File: config.mk
export PLATFORM = sky130hd
export DESIGN_NAME = ltc_lane_aligner
export DESIGN_NICKNAME = d
export VERILOG_FILES = /design/src/rtl/ltc_lane_aligner.sv
export SDC_FILE = /design/constraint.sdc
export NUM_CORES = 1
export LEC_CHECK = 0
export BUFFER_PORTS_ARGS = -buffer_cell sky130_fd_sc_hd__buf_4
export CORE_MARGIN = 8
export CORE_UTILIZATION = 39
export DETAILED_ROUTE_END_ITERATION = 8
export GPL_ROUTABILITY_DRIVEN = 0
export PLACE_DENSITY = 0.65
export SLEW_MARGIN = 20
export SYNTH_ARGS = -nofsm -noshare
export SYNTH_HDL_FRONTEND = slang
export SYNTH_SLANG_ARGS = --single-unit
File: constraint.sdc
create_clock -name sys_clk -period 2.82 [get_ports sys_clk]
set_clock_uncertainty 0.05 [all_clocks]
set_input_delay 0.282 -clock sys_clk [delete_from_list [all_inputs] [get_ports sys_clk]]
set_output_delay 0.282 -clock sys_clk [all_outputs]
set_load 0.01 [all_outputs]
File: src/rtl/ltc_lane_aligner.sv
// Word aligner and sample assembler for LTC-family multi-lane LVDS ADC receivers.
// Optional test-pattern checker enabled by defining LTC_TP_CHECK_EN.
module ltc_lane_aligner #(
    parameter int N_CH = 4,
    parameter int LANES = 2,
    parameter int S = 8,
    parameter logic [S-1:0] FRAME_PATTERN = 8'hF0,
    parameter int SETTLE = 2,
    parameter int LOCK_CNT = 64,
    parameter int ERR_TOL = 4,
    localparam int OFF_W = (S > 1) ? $clog2(S) : 1
) (
    input  logic                      sys_clk,
    input  logic                      sys_rst_n,
    input  logic [S-1:0]              din_fr,
    input  logic [N_CH*LANES*S-1:0]   din_data,
    input  logic                      realign,
    input  logic [LANES*S-1:0]        tp_pattern,
    output logic [N_CH*LANES*S-1:0]   dout,
    output logic                      dout_valid,
    output logic                      locked,
    output logic                      align_fail,
    output logic [OFF_W-1:0]          slip_offset,
    output logic [7:0]                slip_count,
    output logic [15:0]               tp_err_cnt
);

    localparam int NL      = N_CH * LANES;
    localparam int DW      = NL * S;
    localparam int W       = LANES * S;
    localparam int MISS_W  = $clog2(S + 1);
    localparam int MATCH_W = $clog2(LOCK_CNT + 1);
    localparam int ERR_W   = $clog2(ERR_TOL + 1);
    localparam int SET_W   = $clog2(SETTLE + 1);

    typedef enum logic [1:0] {ST_SEARCH, ST_SETTLE, ST_VERIFY, ST_LOCKED} state_t;

    function automatic logic [S-1:0] window(input logic [S-1:0] prev, input logic [S-1:0] cur,
                                            input logic [OFF_W-1:0] off);
        logic [2*S-1:0] cat;
        cat = {prev, cur};
        return cat[2*S-1-int'(off) -: S];
    endfunction

    logic [S-1:0]  fr_cur, fr_prev, fr_win;
    logic [DW-1:0] data_cur, data_prev, data_win, data_al, sample_asm;
    logic [1:0]    fill;
    logic          fill_done;

    // NOTE: sequential state uses non-blocking assignments so every register samples pre-edge values.
    always_ff @(posedge sys_clk or negedge sys_rst_n) begin
        if (!sys_rst_n) begin
            fr_cur    <= '0;
            fr_prev   <= '0;
            data_cur  <= '0;
            data_prev <= '0;
            data_al   <= '0;
            dout      <= '0;
            fill      <= '0;
        end else begin
            fr_cur    <= din_fr;
            fr_prev   <= fr_cur;
            data_cur  <= din_data;
            data_prev <= data_cur;
            data_al   <= data_win;
            dout      <= sample_asm;
            if (!fill_done) fill <= fill + 2'd1;
        end
    end

    // The window needs both prev and cur populated before its first compare.
    assign fill_done = (fill == 2'd2);

    always_comb begin
        fr_win = window(fr_prev, fr_cur, slip_offset);
        data_win = '0;
        for (int l = 0; l < NL; l++)
            data_win[l*S +: S] = window(data_prev[l*S +: S], data_cur[l*S +: S], slip_offset);
    end

    generate
        if (LANES == 2) begin : g_two_lane
            always_comb begin
                sample_asm = '0;
                for (int c = 0; c < N_CH; c++)
                    for (int i = 0; i < S; i++) begin
                        sample_asm[c*W + 2*i + 1] = data_al[(2*c)*S + i];
                        sample_asm[c*W + 2*i]     = data_al[(2*c+1)*S + i];
                    end
            end
        end else begin : g_one_lane
            assign sample_asm = data_al;
        end
    endgenerate

    state_t             state, state_n;
    logic [OFF_W-1:0]   offset_n;
    logic [7:0]         slip_count_n;
    logic [MISS_W-1:0]  miss_run, miss_run_n;
    logic [MATCH_W-1:0] match_cnt, match_cnt_n;
    logic [ERR_W-1:0]   err_run, err_run_n;
    logic [SET_W-1:0]   settle_cnt, settle_cnt_n;
    logic               locked_n, align_fail_n, frame_ok, do_slip;

    always_ff @(posedge sys_clk or negedge sys_rst_n) begin
        if (!sys_rst_n) begin
            state       <= ST_SEARCH;
            slip_offset <= '0;
            slip_count  <= '0;
            miss_run    <= '0;
            match_cnt   <= '0;
            err_run     <= '0;
            settle_cnt  <= '0;
            locked      <= 1'b0;
            align_fail  <= 1'b0;
            dout_valid  <= 1'b0;
        end else begin
            state       <= state_n;
            slip_offset <= offset_n;
            slip_count  <= slip_count_n;
            miss_run    <= miss_run_n;
            match_cnt   <= match_cnt_n;
            err_run     <= err_run_n;
            settle_cnt  <= settle_cnt_n;
            locked      <= locked_n;
            align_fail  <= align_fail_n;
            dout_valid  <= locked;
        end
    end

    // NOTE: every next-state signal gets a default first so the combinational block never infers a latch.
    always_comb begin
        state_n      = state;
        offset_n     = slip_offset;
        slip_count_n = slip_count;
        miss_run_n   = miss_run;
        match_cnt_n  = match_cnt;
        err_run_n    = err_run;
        settle_cnt_n = settle_cnt;
        locked_n     = locked;
        align_fail_n = align_fail;
        do_slip      = 1'b0;
        frame_ok     = (fr_win == FRAME_PATTERN);

        case (state)
            ST_SEARCH: begin
                if (fill_done) begin
                    if (!frame_ok) begin
                        do_slip = 1'b1;
                    end else if (LOCK_CNT <= 1) begin
                        state_n    = ST_LOCKED;
                        locked_n   = 1'b1;
                        miss_run_n = '0;
                        err_run_n  = '0;
                    end else begin
                        state_n     = ST_VERIFY;
                        match_cnt_n = MATCH_W'(1);
                    end
                end
            end
            ST_SETTLE: begin
                if (settle_cnt == SET_W'(SETTLE - 1)) begin
                    state_n      = ST_SEARCH;
                    settle_cnt_n = '0;
                end else begin
                    settle_cnt_n = settle_cnt + SET_W'(1);
                end
            end
            ST_VERIFY: begin
                if (!frame_ok) begin
                    do_slip = 1'b1;
                end else if (match_cnt == MATCH_W'(LOCK_CNT - 1)) begin
                    state_n    = ST_LOCKED;
                    locked_n   = 1'b1;
                    miss_run_n = '0;
                    err_run_n  = '0;
                end else begin
                    match_cnt_n = match_cnt + MATCH_W'(1);
                end
            end
            default: begin
                // Dropping lock keeps the offset so the known-good position is retried first.
                if (frame_ok) begin
                    err_run_n = '0;
                end else if (err_run == ERR_W'(ERR_TOL - 1)) begin
                    state_n     = ST_SEARCH;
                    locked_n    = 1'b0;
                    err_run_n   = '0;
                    match_cnt_n = '0;
                end else begin
                    err_run_n = err_run + ERR_W'(1);
                end
            end
        endcase

        if (do_slip) begin
            offset_n     = (slip_offset == OFF_W'(S - 1)) ? '0 : slip_offset + OFF_W'(1);
            slip_count_n = (slip_count == 8'hFF) ? slip_count : slip_count + 8'd1;
            if (miss_run != MISS_W'(S)) miss_run_n = miss_run + MISS_W'(1);
            if (miss_run >= MISS_W'(S - 1)) align_fail_n = 1'b1;
            match_cnt_n  = '0;
            settle_cnt_n = '0;
            state_n      = ST_SETTLE;
        end

        if (realign) begin
            state_n      = ST_SEARCH;
            offset_n     = '0;
            slip_count_n = '0;
            miss_run_n   = '0;
            match_cnt_n  = '0;
            err_run_n    = '0;
            settle_cnt_n = '0;
            locked_n     = 1'b0;
            align_fail_n = 1'b0;
        end
    end

`ifdef LTC_TP_CHECK_EN
    logic [16:0] tp_sum;

    always_comb begin
        tp_sum = {1'b0, tp_err_cnt};
        for (int c = 0; c < N_CH; c++)
            if (dout[c*W +: W] != tp_pattern) tp_sum = tp_sum + 17'd1;
    end

    always_ff @(posedge sys_clk or negedge sys_rst_n) begin
        if (!sys_rst_n)
            tp_err_cnt <= '0;
        else if (realign)
            tp_err_cnt <= '0;
        else if (dout_valid)
            tp_err_cnt <= tp_sum[16] ? 16'hFFFF : tp_sum[15:0];
    end
`else
    logic tp_unused;
    assign tp_unused  = ^tp_pattern;
    assign tp_err_cnt = '0;
`endif

endmodule

## After elaboration in Yosys (flattened, before gate mapping)

Index checks and enable logic that the tools add are counted.

- Flip-flop bits (word level): 306
- Bits of input ports: 91
- Output and inout bits: 94
- Logic and storage cells: 126

- Add/subtract/negate cells: 8
- Order comparisons: 1
- Equal/unequal tests: 24
- Shift operators: 9
- Mux-type cells: 53
- Reductions and logical operators: 14

Operators by type and width:

| cell | number |
|---|---|
| variable part select 23 x 5 -> 8 bit | 9 |
| 2-to-1 mux 7 bit | 8 |
| != test 4 bit (second input constant) | 7 |
| 2-to-1 mux 2 bit | 13 |
| 2-to-1 mux 3 bit | 8 |
| 2-to-1 mux 4 bit | 6 |
| 2-to-1 mux 8 bit | 3 |
| case mux 7 bit (3 select lines) | 1 |
| equality test 8 bit (second input constant) | 2 |
| AND reduction 7 bit | 2 |
| 2-to-1 mux 1 bit | 10 |
| != test 3 bit (second input constant) | 3 |
| adder 8 x 1 -> 8 bit (second input constant) | 1 |
| adder 7 x 1 -> 7 bit (second input constant) | 1 |
| equality test 7 x 6 -> 1 bit (second input constant) | 1 |
| adder 3 x 1 -> 3 bit (second input constant) | 2 |
| != test 6 x 2 -> 1 bit (second input constant) | 1 |
| case mux 2 bit (3 select lines) | 1 |
| case mux 3 bit (2 select lines) | 1 |
| nonzero test 3 bit | 2 |
| != test 5 x 2 -> 1 bit (second input constant) | 1 |
| AND reduction 5 bit | 1 |
| nonzero test 5 bit | 1 |
| subtractor 4 x 3 -> 5 bit (first input constant) | 1 |
| 17 further kinds | 23 |

## Logic depth before layout (Yosys ltp)

- Word-level depth: 8
- Mapped depth: 9
- Depth with buffers taken out: 7

## Worst setup path after synthesis

OpenSTA, ideal clock, no wires.

- Path kind: register to register
- From: reg slip_offset[0]
- To: reg match_cnt[0]
- Arrival time: 2.305 ns
- Data required time: 2.642 ns
- Setup slack: 0.337 ns
- Stages on the path, launching flop included: 7
- Period minus slack after synthesis: 2.483 ns
- Cell sequence: dfrtp_1 > or3b_1 > a211o_1 > o31ai_4 > nand2_4 > a22oi_2 > mux2_1

- Word-level cells in the longest chain between the ends: 8

RTL lines:

| what | RTL line | RTL |
|---|---|---|
| start: declaration | 23 | `output logic [OFF_W-1:0] slip_offset,` |
| start signal: assignment | 119 | `slip_offset <= offset_n;` |
| subtractor 4 x 3 -> 5 bit * | 42 | `return cat[2*S-1-int'(off) -: S];` |
| variable part select 23 x 5 -> 8 bit * | 42 |  |
| equality test 8 bit * | 143 | `frame_ok = (fr_win == FRAME_PATTERN);` |
| 2-to-1 mux 1 bit | 148, 170 |  |
| 2-to-1 mux 1 bit | 147 | `if (fill_done) begin` |
| case mux 1 bit (2 select lines) | 145 | `case (state)` |
| != test 5 x 2 -> 1 bit (no line), or another cell as far along | - |  |
| AND reduction 7 bit (no line) / 2-to-1 mux 7 bit (equally long branches) | - |  |
| end signal: assignment | 122 | `match_cnt <= match_cnt_n;` |
| end: declaration | 100 | `logic [MATCH_W-1:0] match_cnt, match_cnt_n;` |

Every way passes the cells marked *; elsewhere a longest branch is shown, timed or not.
A chain may end at the register's enable or synchronous reset.

## Final worst setup path

- From: reg slip_offset[0]
- To: reg miss_run[0]

- Word-level cells in the longest chain between the ends: 8

RTL lines:

| what | RTL line | RTL |
|---|---|---|
| subtractor 4 x 3 -> 5 bit * | 42 |  |
| variable part select 23 x 5 -> 8 bit * | 42 |  |
| equality test 8 bit * | 143 |  |
| 2-to-1 mux 1 bit / 2-to-1 mux 4 bit (equally long branches) | 148, 170 |  |
| 2-to-1 mux 1 bit / 2-to-1 mux 4 bit (equally long branches) | 147, 145 |  |
| case mux 1 bit (2 select lines) / 2-to-1 mux 4 bit (equally long branches) | 145, 199 |  |
| 2-to-1 mux 4 bit * | 196 | `if (do_slip) begin` |
| 2-to-1 mux 4 bit * | 206 | `if (realign) begin` |
| net miss_run_n[0] | 99 | `logic [MISS_W-1:0] miss_run, miss_run_n;` |
| end signal: assignment | 121 | `miss_run <= miss_run_n;` |
| end: declaration | 99 |  |

The timed path passes the listed nets; every way through them passes the cells marked *.

==> flow_results.org <==
** Hold path
- The tightest min-delay check is of the input port to flip-flop type.
- The startpoint identified for the worst hold timing path is realign.

** Timing
- The final number of hold-violating endpoints was 0.
- Max-slew violations :: 0
- Post-route minimum period :: 2650 ps
- Worst path setup slack after routing :: 168 ps
- Timing would allow up to 377 MHz.
- Accumulated negative setup slack :: 0 ps
- Setup violations remaining at the end of the flow were counted as 0.
- Slew Limit Headroom :: 0.486
- RSZ-0062 raised after global routing :: no
- Worst Tran Pin Value :: 771 ps
- Post-route clock period utilization :: 0.940

** Finish
- Share of cells above drive strength 1 :: 0.255
- The repair_antennas step left the layout with diodes totalling 0.
- Fill cells in the final layout number 2544.
- Layout area overhead :: 30.0%
- Finished Cell Area :: 0.0155 mm²
- Nets :: 1256
- Excluding fillers, the count of instances in the completed layout stands at 1578.

** Die
- Count of standard-cell rows :: 64
- Die Ht :: 191 µm
- For this configuration, the core starts out at a cell density of 0.392.
- IO Pins :: 185
- The core region is 0.0303 mm².
- In this run the horizontal extent of the chip is 191 µm.
- The die covers 0.0364 mm².

** Routing
- Via total after detailed routing :: 7590
- After detailed routing, the number of vias per cell comes to 4.81.
- Dividing the detail-routed wire length by the instance count gives 16.0 µm.
- The first detailed-routing pass ran for 4 iterations.
- The detail route stage leaves a number of antenna-violating nets equal to 0.
- After detailed routing, the number of remaining DRC violations is 0.
- The detailed router finished its first iteration with 322 violations.
- Wires add up to 25200 µm.

** Critical path
- In this design, the stage delay of the slowest critical-path cell is 540 ps.
- Critical path endpoint category :: flip-flop
- Reg-to-reg startpoint :: slip_offset[0]$_DFFE_PN0P_
- On the critical path the largest part of the delay comes from compound AO/OA/AOI/OAI gates.
- For the worst setup path, the data required time is 3160 ps.
- Setup slack on the worst reg-to-reg path comes out at 170 ps.
- Critical path startpoint :: slip_offset[0]$_DFFE_PN0P_
- Crit Path Category :: flip-flop to flip-flop
- Biggest fanout along the worst timing path :: 12
- Critical path arrival :: 2990 ps
- Slowest cell on the critical path :: dfrtp_4
- Critical path, cell by cell :: or3b_1 > a211oi_1 > o32a_1 > nand2_4 > or3_1 > a41o_1
- Bufs and invs on worst path :: 0
- CP startpoint kind :: flip-flop

** Global route
- Total routing usage reported by global routing :: 0.141
- The first global-routing pass estimated 42200 µm of wire.
- Entering global routing, the biggest net connects 153 pins.
- Global routing finished with a remaining overflow of 0.
- Vias in the first global route :: 8161
- The number of antenna violations at the first check in global routing is 1.

** Clock network
- Clock Sinks :: 306
- Clock tree synthesis selected as its root buffer the cell clkbuf_16.
- CTS built an H-tree with a depth of 2.
- Clock slew at reported path FFs :: 60 ps
- Total clock buffers created by CTS :: 34
- TritonCTS built the clock tree.
- Clock latency on the worst-skew pair, taken at its later pin, is 500 ps.
- Bufs on Longest Clock Path :: 3

** Synthesis
- Area share of and/or/nand/nor cells after synthesis :: 0.0854
- Of the total synthesized cell area, the portion taken by XOR and XNOR cells is 0.00294.
- Count of mapped cells out of synthesis :: 934
- The Yosys step of the flow raised 0 warnings.
- The compound-gate portion of the synthesized area was 0.0748.
- Fraction of synthesis flops using an asynchronous set or reset pin :: 1.00
- Sequential-to-total area share from yosys stat :: 0.644
- Post-Syn Area per Cell :: 12.7 µm²
- After synthesis, the largest family of logic cells by area is multiplexers.
- After synthesis the cells add up to 0.0119 mm².
- Adder-cell share of the synthesized area :: 0.00841
- After synthesis, the share of cell area in mux cells is 0.152.
- For this run, the leading register cell type out of synthesis is dfrtp_1.
- Number of register bits inferred by synthesis :: 306
- Number of flops mapped to enable cells by yosys :: 0
- Synth unique cells :: 60

** Power
- For this design the ratio of total power to cell area is 811 mW/mm².
- IR analysis of the VDD net gives a maximum drop of 0.541 mV.
- Leakage dissipation :: 6.69 nW

** Place
- Input and output buffers added on the ports amount to 152.
- Setup Slack @ Placement :: 106 ps
- Including well taps, the total number of placed cells is 1443.
- Post-DP HPWL :: 16300 µm
- Post-Place Cell Area :: 0.0135 mm²

** Outcome
- The flow ran to the end, and the final reports show no timing, DRC or antenna violations.

** Job
- The tool flagged a number of max-cap violations equal to 0.
-- Yosys cell counts (6+ instances only) --
library cell | instances | share of area
dfrtp_1 | 306 | 0.64
mux2i_1 | 108 | 0.091
nand2_1 | 68 | 0.021
mux2_2 | 64 | 0.061
o21ai_0 | 59 | 0.025
a21oi_1 | 52 | 0.022
nor2_1 | 43 | 0.014
nand3_1 | 30 | 0.013
clkbuf_1 | 29 | 0.0091
nand2b_1 | 26 | 0.014
buf_4 | 17 | 0.011
buf_1 | 14 | 0.0044
inv_1 | 14 | 0.0044
o21ai_1 | 9 | 0.0038
ha_1 | 8 | 0.0084
buf_2 | 6 | 0.0025
-- final timing paths --
path,end,depth (start not counted)
worst max register to register,miss_run[0]$_DFF_PN0_,6
max in group asynchronous,state[1]$_DFFE_PN0P_,3
worst min register to register,dout[9]$_DFF_PN0_,0
worst max-delay path,miss_run[0]$_DFF_PN0_,6
min in group asynchronous,dout[24]$_DFF_PN0_,2
worst min-delay path,slip_offset[2]$_DFFE_PN0P_,2
-- flip-flops by register name, indices dropped and copies added, names as in the netlist --
| register | count |
|---|---|
| data_al | 64 |
| data_cur | 64 |
| data_prev | 64 |
| dout | 64 |
| fr_cur | 8 |
| fr_prev | 8 |
| slip_count | 8 |
| match_cnt | 7 |
| miss_run | 4 |
| err_run | 3 |
| slip_offset | 3 |
| fill | 2 |
| settle_cnt | 2 |
| state | 2 |
| align_fail | 1 |
| dout_valid | 1 |
| locked | 1 |
-- layout by cell type, fill, tap and decap left out, types with 5 or more instances in the layout --
cell and n:
dfrtp_1 303, buf_4 159, mux2i_1 108, dlygate4sd3_1 73, nand2_1 68, mux2_2 64
o21ai_0 59, a21oi_1 52, nor2_1 43, clkbuf_16 37, nand3_1 30, nand2b_1 26
conb_1 16, inv_1 14, o21ai_1 9, ha_1 8, bufinv_16 7, clkbuf_8 6
buf_12 6, nor3_1 5, nand3b_1 5, nor2b_1 5, or3_1 5
-- kinds of logic (layout without fill, tap and decap cells) --
group / count (synthesis) / after routing
AND/OR/NAND/NOR: 208 / 208
AO/OA/AOI/OAI: 153 / 153
XOR/XNOR: 4 / 4
buffers and inverters: 81 / 314
adder cells (fa/ha/maj): 8 / 8
multiplexers: 173 / 173
flip-flops: 306 / 306
other: 1 / 16
-- power breakdown --
group,total [mW],switching [mW],internal [mW]
Clock,4.91,1.73,3.18
Sequential,5.35,0.296,5.06
Combinational,2.28,1.17,1.11
-- layer usage --
metal  wire length [µm]  GRT usage  up-vias
met1              10900      0.178     3699
met2              12200      0.236      175
met5                  8          0        -
met3               1310     0.0302       55
met4                774     0.0534        2
li1                   -          -     3659
-- stage by stage --
| step | hold slack, ps | power (mW) | utilization |
|---|---|---|---|
| 4_1_cts | 83.3 | 12.7 | 0.509 |
| 3_3_place_gp | 282 | 7.62 | 0.443 |
| 2_1_floorplan | -63.6 | 6.68 | - |
| 3_5_place_dp | 282 | 7.66 | 0.443 |
| 6_report | 113 | 12.5 | 0.510 |
| 5_1_grt | 115 | 13.2 | 0.510 |
-- cell type report --
cell class | count | area (µm²) | area share
Clock buffer | 47 | 1020 | 0.0662
Clock inverter | 14 | 253 | 0.0163
Inverter | 14 | 52.6 | 0.00340
Multi-Input combinational cell | 562 | 3920 | 0.253
Sequential cell | 306 | 7670 | 0.496
Tap cell | 396 | 495 | 0.0320
Timing Repair Buffer | 239 | 2060 | 0.133
-- what timing repair did --
action | 4_1_cts | 5_1_grt
endpoints found under the hold margin | 151 | 0
hold buffers | 73 | 0
gates resized for setup | 0 | 1
setup endpoints to repair | 0 | 2
buffers inserted | 0 | 1
(Power assumes the default switching activity.)
